**src/rtl/sipo_deframer.sv**
```systemverilog
// LSB-first serial-to-parallel deframer: start-marked words are shifted into sr,
// then handed to a one-entry valid/ready output register with overrun/frame_err pulses.
module sipo_deframer #(
  parameter int WIDTH = 4
) (
  input  logic             clk,
  input  logic             rstn,
  input  logic             sin,
  input  logic             sin_valid,
  input  logic             sin_start,
  output logic [WIDTH-1:0] dout,
  output logic             dout_valid,
  input  logic             dout_ready,
  output logic             busy,
  output logic             overrun,
  output logic             frame_err
);

  localparam int CW = $clog2(WIDTH);
  localparam logic [CW-1:0] CNT_LAST = CW'(WIDTH - 1);

  typedef enum logic [0:0] {
    IDLE  = 1'b0,
    SHIFT = 1'b1
  } state_e;

  state_e           state_q, state_d;
  logic [WIDTH-1:0] sr_q, sr_d;
  logic [CW-1:0]    cnt_q, cnt_d;
  logic [WIDTH-1:0] dout_q, dout_d;
  logic             dout_valid_q, dout_valid_d;
  logic             overrun_q, overrun_d;
  logic             frame_err_q, frame_err_d;
  logic [WIDTH-1:0] shift_s;
  logic             done_s;

  // Next-state: framing FSM, bit counter and output-register accept/drain.
  always_comb begin
    state_d      = state_q;
    sr_d         = sr_q;
    cnt_d        = cnt_q;
    dout_d       = dout_q;
    dout_valid_d = dout_valid_q;
    overrun_d    = 1'b0;
    frame_err_d  = 1'b0;
    done_s       = 1'b0;
    shift_s      = WIDTH'({sin, sr_q} >> 1);

    if (dout_valid_q && dout_ready) begin
      dout_valid_d = 1'b0;
    end else begin
      dout_valid_d = dout_valid_q;
    end

    case (state_q)
      IDLE: begin
        if (sin_valid && sin_start) begin
          sr_d    = shift_s;
          cnt_d   = CW'(1);
          state_d = SHIFT;
        end else begin
          state_d = IDLE;
        end
      end
      SHIFT: begin
        if (sin_valid) begin
          sr_d = shift_s;
          if (sin_start) begin
            // Stale bits are shifted out by the time the restarted word completes.
            frame_err_d = 1'b1;
            cnt_d       = CW'(1);
          end else if (cnt_q == CNT_LAST) begin
            done_s  = 1'b1;
            cnt_d   = '0;
            state_d = IDLE;
          end else begin
            cnt_d = cnt_q + CW'(1);
          end
        end else begin
          state_d = SHIFT;
        end
      end
      default: begin
        state_d = IDLE;
        cnt_d   = '0;
      end
    endcase

    if (done_s) begin
      if (!dout_valid_q || dout_ready) begin
        dout_d       = shift_s;
        dout_valid_d = 1'b1;
      end else begin
        overrun_d = 1'b1;
      end
    end else begin
      overrun_d = 1'b0;
    end
  end

  // State and output registers with synchronous active-low reset.
  always_ff @(posedge clk) begin
    if (!rstn) begin
      state_q      <= IDLE;
      sr_q         <= '0;
      cnt_q        <= '0;
      dout_q       <= '0;
      dout_valid_q <= 1'b0;
      overrun_q    <= 1'b0;
      frame_err_q  <= 1'b0;
    end else begin
      state_q      <= state_d;
      sr_q         <= sr_d;
      cnt_q        <= cnt_d;
      dout_q       <= dout_d;
      dout_valid_q <= dout_valid_d;
      overrun_q    <= overrun_d;
      frame_err_q  <= frame_err_d;
    end
  end

  assign dout       = dout_q;
  assign dout_valid = dout_valid_q;
  assign busy       = (state_q == SHIFT);
  assign overrun    = overrun_q;
  assign frame_err  = frame_err_q;

endmodule

```
**config.mk**
```make
export PLATFORM = sky130hd
export DESIGN_NAME = sipo_deframer
export DESIGN_NICKNAME = d
export VERILOG_FILES = /design/src/rtl/sipo_deframer.sv
export SDC_FILE = /design/constraint.sdc
export NUM_CORES = 1
export LEC_CHECK = 0
export CORE_AREA = 2 2 39 41
export CTS_CLUSTER_SIZE = 8
export DETAILED_ROUTE_END_ITERATION = 8
export DIE_AREA = 0 0 41 43
export PLACE_DENSITY = 0.69
export SKIP_CTS_REPAIR_TIMING = 1
export SYNTH_ARGS = -nofsm -noshare
export SYNTH_HDL_FRONTEND = slang
export SYNTH_SLANG_ARGS = --single-unit
```
**constraint.sdc**
```tcl
create_clock -name clk -period 2.55 [get_ports clk]
set_clock_uncertainty 0.05 [all_clocks]
set_input_delay 0.51 -clock clk [delete_from_list [all_inputs] [get_ports clk]]
set_output_delay 0.51 -clock clk [all_outputs]
set_load 0.1 [all_outputs]
```
==> After elaboration in Yosys (flattened, before gate mapping) <==
Index checks and enable logic that the tools add are counted.
{ "op_classes": {"n_reduce_logical": 8, "bitwise": 1, "muxes": 22, "n_addsub": 1, "n_eq_ne": 3} }
{ "op_table": {"columns": ["op", "count"], "rows": [
  ["$mux W1", 13],
  ["$mux W2", 4],
  ["$mux W4", 2],
  ["$pmux W4 S2", 1],
  ["$reduce_and A2 Y1", 3],
  ["$ne A2 B2 Y1 const B", 2],
  ["$pmux W2 S2", 1],
  ["$reduce_and A3 Y1", 1],
  ["$add A2 B1 Y2 const B", 1],
  ["$eq A2 B2 Y1 const B", 1],
  ["$logic_and A1 B1 Y1", 2],
  ["$pmux W1 S2", 1],
  ["$logic_not A1 Y1", 1],
  ["$logic_or A1 B1 Y1", 1],
  ["$not A1 Y1", 1]
]} }
{ "word_totals": {"register_bits": 14, "output_inout_bits": 8, "inputBits": 6} }

==> Logic depth before layout (Yosys ltp) <==
Gate-level depths: netlist of the first run.
{ "depth": {"depth_word": 6, "mapped_depth": 4, "ltp_nobuf": 4} }

==> Least setup slack after synthesis of the first run <==
No wires, ideal clock.
{ "synth_path": {"path_kind": "reg-to-reg", "start": "reg state_q (netlist: busy)", "end": "reg dout_q[0] (netlist: dout[0])", "required_ps": 2428, "path_stages_with_launch": 4, "period_less_slack_ps": 1769, "n_path_buf": 0, "t_arrival_ps": 1647, "path_slack_ps": 781, "path_cell_list": "dfxtp_1 > nand4b_4 > nor2_4 > mux2i_1"} }
{ "synth_via": {"elab_chain_len": 2} }
{ "synth_rtl": {"columns": ["element", "line_no", "rtl"], "rows": [
  ["start: declaration", "27", "state_e state_q, state_d;"],
  ["start signal: assignment", "112", "state_q <= state_d;"],
  ["$mux W1", "55", "case (state_q)"],
  ["$reduce_and A2 Y1 (no source line)", null, null],
  ["end signal: assignment", "115", "dout_q <= dout_d;"],
  ["end: declaration", "30", "logic [WIDTH-1:0] dout_q, dout_d;"]
]} }
Every way passes these cells.
A chain may end at the register's enable or synchronous reset.

==> Final worst setup path of the first run <==
{ "layout_path": {"start": "reg state_q (netlist: busy)", "end": "out busy"} }
{ "layout_rtl": {"columns": ["element", "line_no", "rtl"], "rows": [
  ["end: declaration", "14", "output logic busy,"]
]} }
No word-level cell between the ends.

==> run metrics, run 1 <==
status completed; Critical Path Fanout Max 7; Async SR Flop Fraction 0%; Worst slew margin 64.08%; synth warn 0; critical path's slowest cell dfxtp_1; worst-skew pair later-pin latency 270 ps; Synth Register Bits 13; post-synthesis compound-gate area fraction 7.126%; FF+latch area 260.3 sq um; Via density 4.721; TritonCTS Buffers 3; GRT overflow 0; ys flop type dfxtp_1; clock buffer depth 2; Min-Delay Path Class reg -> reg; multi-input combinational cell area 275.3 sq um; htree depth 1; Slew Limit Fails 0; CP required 1990 ps; hold path startpoint cnt_q[1]$_SDFFE_PN0P_; DRC errors left 0; CTS clk-pin slew, worst paths 80 ps; Max Cap Violations 0; Finished Layout Cells 86; Startpoint Class flop; diode count 0; Worst path max stage delay 490 ps; final hold vios 0; core outline area 1384 sq um; # setup viols final 0; Die Ht 43 um; 1st-iter DRT viols 4; ranking of synthesized cells by area dfxtp_1 48%, mux2i_1 13%, nand2_1 9.7%, nor2b_1 5.7%, nand4b_4 4.4%; pin count of the biggest net entering global routing 19; via count 406; Area growth, synth to finish 27.13%; number of global-route vias before repair 351; Post-Route Setup TNS 0 ps; library cells used by synthesis 18; hpwl dp 615.6 um; Initial Util 39.33%; placed cells 82; Max Fclk 598.4 MHz; antenna violations before repair 0; Buf/Inv on CP 1; Synth Area in Adders 2.299%; Max IR drop VDD 0.2605 mV; row cnt 14; gr usage total 11.40%; cell taking the most area after synthesis dfxtp_1; Crit. End Element output port; number of synthesized flops with an enable pin 0; drt first pass iters 2; RD Place Congestion 0.6560; crit path from busy$_SDFF_PN0_; CP Cell Sequence buf_4; post-synthesis simple-gate area fraction 28.28%; min cycle time layout 1671 ps; Post-Syn Instances 55; first-pass GRT wire length 1.324 mm; Slew @ Worst Pin 537.2 ps; die area 1763 sq um; share of cells above drive strength 1 20.00%; RSZ-0062 raised after global routing no; Pwr Density 542.3 nW/um^2; Placed Area 665.6 sq um; I/O Buffers 13; final instance area 691.9 sq um; Leak 0.2999 nW; syn_area_per_cell 9.896 sq um; CTS tree built; Ports 14; total wire length 863 um; Fill cells 146; clock sinks 13; register area share after synthesis 47.82%; Synth Cell Area 544.3 sq um; Nets 78; Avg WL per Cell 10.03 um; multiplexer share of the synthesized area 12.87%; Setup Crit Path Kind reg -> out; Final period util 65.53%; root buffer cell clkbuf_4; count leader, synth nand2_1; largest family of logic cells by synthesized area simple AND/OR/NAND/NOR gates; r2r startpoint cnt_q[0]$_SDFFE_PN0P_; CP top delay family flip-flops; top cell type's share of synthesized area 47.82%; Mapped Nets 62; Synth Area in XOR/XNOR 0%; DRT antenna net count 0; Critical Path AT 1110 ps; DIE WIDTH 41 um; Commonest cells post-synth 14 x nand2_1, 13 x dfxtp_1, 7 x mux2i_1
==> layout by cell type (no fill, tap or decap), types with 2 or more instances in the layout <==
cell type,Yosys,layout
buf_4,0,8
nor2_1,2,2
dfxtp_1,13,13
mux2i_1,7,7
a21boi_1,2,2
nor2b_1,5,5
clkbuf_4,0,3
nand2_1,14,14
clkdlybuf4s50_1,0,5
==> logic make-up after synthesis <==
family	after synthesis
fa+ha+maj	1
simple gates	27
compound gates	5
mux	7
buf+inv	2
flops	13
==> path summary, 6_finish.rpt <==
kind | endpoint | slack, ps | cells after the start
min | cnt_q[1]$_SDFFE_PN0P_ | 410 | 2
max reg2reg | dout[1]$_SDFFE_PN0P_ | 1270 | 4
min reg2reg | cnt_q[1]$_SDFFE_PN0P_ | 410 | 2
max | busy | 880 | 1
==> layer usage <==
layer	vias up	track usage [%]	share of wire, %
met5	-	0	0
met3	2	3.141	4.2
met1	180	13.73	48
met4	0	10.00	1.6
met2	8	15.63	46
li1	216	-	-
==> through the flow <==
stage          power (W)  hold slack [ps]  setup WS, ps  util, %
6_report       0.0003752            408.1         878.9    50.00
5_1_grt        0.0003948            425.7         819.1    50.00
3_5_place_dp   0.0002579            399.6         675.1    48.10
2_1_floorplan  0.0002426            384.5         781.4        -
3_3_place_gp   0.0002575            395.9         715.6    48.10
4_1_cts        0.0003832            410.8         863.0    50.00
==> sequential cells by signal, indices dropped and copies added (netlist names) <==
register and flops:
dout 4, sr_q 3, cnt_q 2, busy 1, dout_valid 1, frame_err 1, overrun 1
==> final cells by class <==
type                    instances  share of cell area [%]
clock buffers                   4                   3.797
flip-flops and latches         13                   37.61
multi-input cells              40                   39.78
repair buffers                 13                   15.91
well taps                      16                   2.893
==> report_power, final <==
part           switching, W  leakage (nW)  internal [W]
Combinational     0.0000231         0.180     0.0000173
Sequential       0.00000474         0.105      0.000207
Clock             0.0000623        0.0150     0.0000605
Total             0.0000902         0.300      0.000285
(Power assumes the default switching activity.)
==> run 2, diff against run 1 <==
--- a/config.mk
+++ b/config.mk
@@ -5,11 +5,11 @@
 export SDC_FILE = /design/constraint.sdc
 export NUM_CORES = 1
 export LEC_CHECK = 0
-export CORE_AREA = 2 2 39 41
+export CORE_MARGIN = 2
+export CORE_UTILIZATION = 40
 export CTS_CLUSTER_SIZE = 8
 export DETAILED_ROUTE_END_ITERATION = 8
-export DIE_AREA = 0 0 41 43
-export PLACE_DENSITY = 0.69
+export PLACE_DENSITY = 0.7
 export SKIP_CTS_REPAIR_TIMING = 1
 export SYNTH_ARGS = -nofsm -noshare
 export SYNTH_HDL_FRONTEND = slang
==> constraint.sdc (replaced) <==
create_clock -name clk -period 1.5 [get_ports clk]
set_clock_uncertainty 0.05 [all_clocks]
set_input_delay 0.3 -clock clk [delete_from_list [all_inputs] [get_ports clk]]
set_output_delay 0.3 -clock clk [all_outputs]
set_load 0.1 [all_outputs]
==> run 2 against run 1 <==
  * Flip-flop and latch count stayed put
  * Combinational power is 110% higher
  * Non-clock buffer count is 5 higher
==> run metrics, run 2 (same netlist as run 1, synthesis figures left out) <==
hpwl dp 730.1 um (+19%); root buffer cell clkbuf_4; final hold vios 0 (unchanged); max reg flops 4 (unchanged); Slew @ Worst Pin 260.0 ps (-277.2 ps); Top Metal Used met4; RSZ-0062 raised after global routing no; RD Place Congestion 0.6387 (-2.6%); Crit. End Element output port; Post-Route Setup TNS 0 ps (unchanged); Max Cap Violations 0 (unchanged); Fill cells 119 (-18%); DRC errors left 0 (unchanged); antenna violations before repair 0 (unchanged); Via density 5.100 (+8.0%); gr usage total 15.90% (+4.5 points); Leak 0.3463 nW (+15%); Critical Path AT 940 ps (-170 ps); Area growth, synth to finish 52.64%; DIE WIDTH 40.89 um (-0.28%); CTS tree built; row cnt 13 (-1); final core area utilization 64.65% (+15 points); Final period util 86.09%; CP Cell Sequence buf_12; Worst path max stage delay 450 ps (-40 ps); Met1 Wirelength 418 um (unchanged); core outline area 1285 sq um (-7.1%); Max Fclk 774.4 MHz; Worst slew margin 82.63% (+19 points); clock sinks 13 (unchanged); Pwr Density 807.5 nW/um^2 (+49%); share of cells above drive strength 1 28.00% (+8.0 points); min cycle time layout 1291 ps; Nets 83 (+6.4%); Buf/Inv on CP 1 (unchanged); Ports 14 (unchanged); diode count 0 (unchanged); Initial Util 42.36% (+3.0 points); number of global-route vias before repair 407 (+16%); 1st-iter DRT viols 8 (+4); GRT overflow 0 (unchanged); via count 459 (+13%); met3 routed WL 70 um (+94%); WL met2 497 um (+26%); critical path's slowest cell dfxtp_2; CP required 1150 ps (-840 ps); most frequent cells in the layout 14 x nand2_1, 11 x dfxtp_1, 8 x buf_12; Min-Delay Path Class reg -> reg; clock buffer depth 2 (unchanged); Max IR drop VDD 0.5855 mV (+120%); Critical Path Fanout Max 7 (unchanged); die area 1672 sq um (-5.2%); htree depth 1 (unchanged); Avg WL per Cell 11.22 um (+12%); pin count of the biggest net entering global routing 12 (-7); Die Ht 40.89 um (-4.9%); status completed; commonest non-fill, non-tap cell in the layout nand2_1; CTS clk-pin slew, worst paths 80 ps (about the same); first-pass GRT wire length 1.628 mm (+23%); CP top delay family flip-flops; total wire length 1.010 mm (+17%); Setup Crit Path Kind reg -> out; drt first pass iters 4 (+2); DRT antenna net count 0 (unchanged); worst-skew pair later-pin latency 290 ps (+20 ps); Design Power 0.0006709 W (+79%); Startpoint Class flop; Slew Limit Fails 0 (unchanged); hold slack 416.3 ps (+8.225 ps); TritonCTS Buffers 3 (unchanged); I/O Buffers 13 (unchanged); # setup viols final 0 (unchanged)
## run 2: cell types whose count changed in the layout (fill, tap and decap cells not counted), sizes merged
cell	previous run	this run
buf	8	13
## run 2: area by class of cell
class / count / area, sq um / share of cell area [%]
sequential: 13 / 262.8 / 31.63
timing repair buffer: 18 / 247.7 / 29.82
tap: 15 / 18.77 / 2.259
clock buffer: 4 / 26.28 / 3.163
multi-input combinational: 40 / 275.3 / 33.13
## run 2: report_power, final
part	switching [W]	internal (W)
logic	0.0000416	0.0000416
registers	0.00000978	0.000353
clock network	0.000122	0.000103
## run 2: per-stage QoR
| stage | cell area [sq um] | instances | worst slack (ps) |
|---|---|---|---|
| finish | 830.8 | 90 | 208.6 |
| global route | 830.8 | 90 | 117.4 |
| CTS | 830.8 | 90 | 198.4 |
| detailed placement | 804.5 | 86 | -51.34 |
| global placement | 804.5 | 86 | -38.62 |
| floorplan | 546.8 | 55 | 115.7 |
## run 2: routing by layer
| metal | vias to the layer above | GRT usage, % |
|---|---|---|
| li1 | 227 | - |
| met1 | 217 | 16.17 |
| met2 | 12 | 26.17 |
| met3 | 3 | 8.696 |
| met4 | 0 | 7.500 |
| met5 | - | 0 |
## run 2: path summary, 6_finish.rpt
kind	slack, ps	cells after the start	to	startpoint
min	420	2	dout[0]$_SDFFE_PN0P_	sr_q[1]$_SDFFE_PN0P_
max	210	1	busy	busy$_SDFF_PN0_
min reg2reg	420	2	dout[0]$_SDFFE_PN0P_	sr_q[1]$_SDFFE_PN0P_
max reg2reg	240	4	dout[2]$_SDFFE_PN0P_	cnt_q[0]$_SDFFE_PN0P_
==> run 3, diff against run 2 <==
==> constraint.sdc (replaced) <==
create_clock -name clk -period 1.08 [get_ports clk]
set_clock_uncertainty 0.05 [all_clocks]
set_input_delay 0.216 -clock clk [delete_from_list [all_inputs] [get_ports clk]]
set_output_delay 0.216 -clock clk [all_outputs]
set_load 0.1 [all_outputs]
==> run 3 against run 2 <==
  * The flow now finishes with violations (setup timing)
  * Hold slack got worse by 160 ps
  * Count of clock-buffer cells in the layout did not move
  * Global-route usage fell by 1.2 points
  * Flip-flop and latch count did not move
  * Design area rose by 8.1%
  * Sequential share of layout area fell by 0.43 points
  * Critical path depth rose by 3
==> run metrics, run 3 (same netlist as run 1, synthesis figures left out) <==
worst-skew pair later-pin latency 260 ps (-30 ps); first-pass GRT wire length 1.607 mm (-1.3%); htree depth 1 (unchanged); Max IR drop VDD 0.7943 mV (+36%); total wire length 1.147 mm (+14%); DRT antenna net count 0 (unchanged); diode count 0 (unchanged); GRT overflow 0 (unchanged); Ports 14 (unchanged); pin count of the biggest net entering global routing 19 (+7); Die Ht 40.89 um (unchanged); max reg flops 4 (unchanged); clock buffer depth 2 (unchanged); status finished with violations; Pwr Density 1032 nW/um^2 (+28%); TritonCTS Buffers 3 (unchanged); Crit. End Element flop; drt first pass iters 2 (-2); row cnt 13 (unchanged); I/O Buffers 13 (unchanged); Final WS setup -117.1 ps (-325.8 ps); Max Cap Violations 0 (unchanged); clock sinks 13 (unchanged); Critical Path Fanout Max 4 (-3); Design Power 0.0009269 W (+38%); DRC errors left 0 (unchanged); Slew Limit Fails 0 (unchanged); final hold vios 0 (unchanged); Worst slew margin 80.56% (-2.1 points); RD Place Congestion 0.6133 (-4.0%); CTS clk-pin slew, worst paths 80 ps (about the same); 1st-iter DRT viols 6 (-2); final core area utilization 69.91% (+5.3 points); Nets 84 (+1.2%); # setup viols final 6 (+6); DIE WIDTH 40.89 um (unchanged); gr usage total 14.72% (-1.2 points); CTS tree built; Critical Path AT 1340 ps (+400 ps); Initial Util 42.36% (unchanged); die area 1672 sq um (unchanged); Slew @ Worst Pin 291.1 ps (+31.09 ps); Avg WL per Cell 12.60 um (+12%); most frequent cells in the layout 14 x nand2_1, 9 x buf_12, 7 x mux2i_1, 7 x dfxtp_2; Via density 4.967 (-2.6%); Leak 0.3839 nW (+11%); number of global-route vias before repair 395 (-2.9%); Finished Layout Cells 91 (+1.1%); core outline area 1285 sq um (unchanged); Setup Crit Path Kind reg -> reg; Area growth, synth to finish 65.06%; via count 452 (-1.5%); RSZ-0062 raised after global routing yes; Final period util 110.8%; Max Fclk 835.3 MHz; FF-to-FF setup slack -120 ps (-360 ps); root buffer cell clkbuf_4; pre-CTS setup slack -446.3 ps (-395.0 ps); antenna violations before repair 0 (unchanged); share of cells above drive strength 1 42.11% (+14 points); CP required 1220 ps (+70 ps); hpwl dp 775.3 um (+6.2%); Startpoint Class flop; commonest non-fill, non-tap cell in the layout nand2_1; min cycle time layout 1197 ps; placed cells 85 (-1.2%); hold slack 256.2 ps (-160.1 ps); failing checks setup timing; Min-Delay Path Class in -> reg
## run 3: cell types whose count changed in the layout (fill, tap and decap cells not counted), moves of 2 or more
cell / change
dfxtp_1: -8
dfxtp_4: +3
dlymetal6s2s_1: +2
dfxtp_2: +5
clkdlybuf4s50_1: -2
## run 3: power breakdown
part           total, W  switching [W]  internal, W
Clock          0.000292       0.000149     0.000143
Combinational  0.000136      0.0000664    0.0000695
Sequential     0.000499      0.0000143     0.000485
## run 3: final cells by class
cell class	count	area [sq um]
Clock buffer	4	26.28
Fill cell	92	386.6
Multi-Input combinational cell	40	300.3
Sequential cell	13	280.3
Tap cell	15	18.77
Timing Repair Buffer	19	272.8
## run 3: final timing paths
check | end | cells after the start | start
max | dout[0]$_SDFFE_PN0P_ | 4 | cnt_q[1]$_SDFFE_PN0P_
min | frame_err$_SDFF_PN0_ | 3 | sin_start
max reg2reg | dout[0]$_SDFFE_PN0P_ | 4 | cnt_q[1]$_SDFFE_PN0P_
min reg2reg | dout[1]$_SDFFE_PN0P_ | 2 | sr_q[2]$_SDFFE_PN0P_
## run 3: stage by stage
step / setup TNS [ps] / cell area [sq um]
3_5_place_dp: -4201 / 822.0
3_3_place_gp: -3867 / 822.0
2_1_floorplan: -475.0 / 559.3
4_1_cts: -1446 / 848.3
5_1_grt: -827.2 / 898.4
6_report: -464.6 / 898.4
## run 3: worst max-delay path, cell delays in order, from the launching register on
cell and delay (ps):
dfxtp_2 360, ha_4 150, nand4b_4 130, nor2_4 210, mux2i_1 210
## run 3: per-layer routing
| layer | global-route usage, % | wire length, um | vias up |
|---|---|---|---|
| met5 | 0 | 0 | - |
| met4 | 5.000 | 0 | 0 |
| met3 | 3.261 | 41 | 0 |
| met2 | 24.22 | 632 | 11 |
| met1 | 18.73 | 473 | 215 |
| li1 | - | - | 226 |
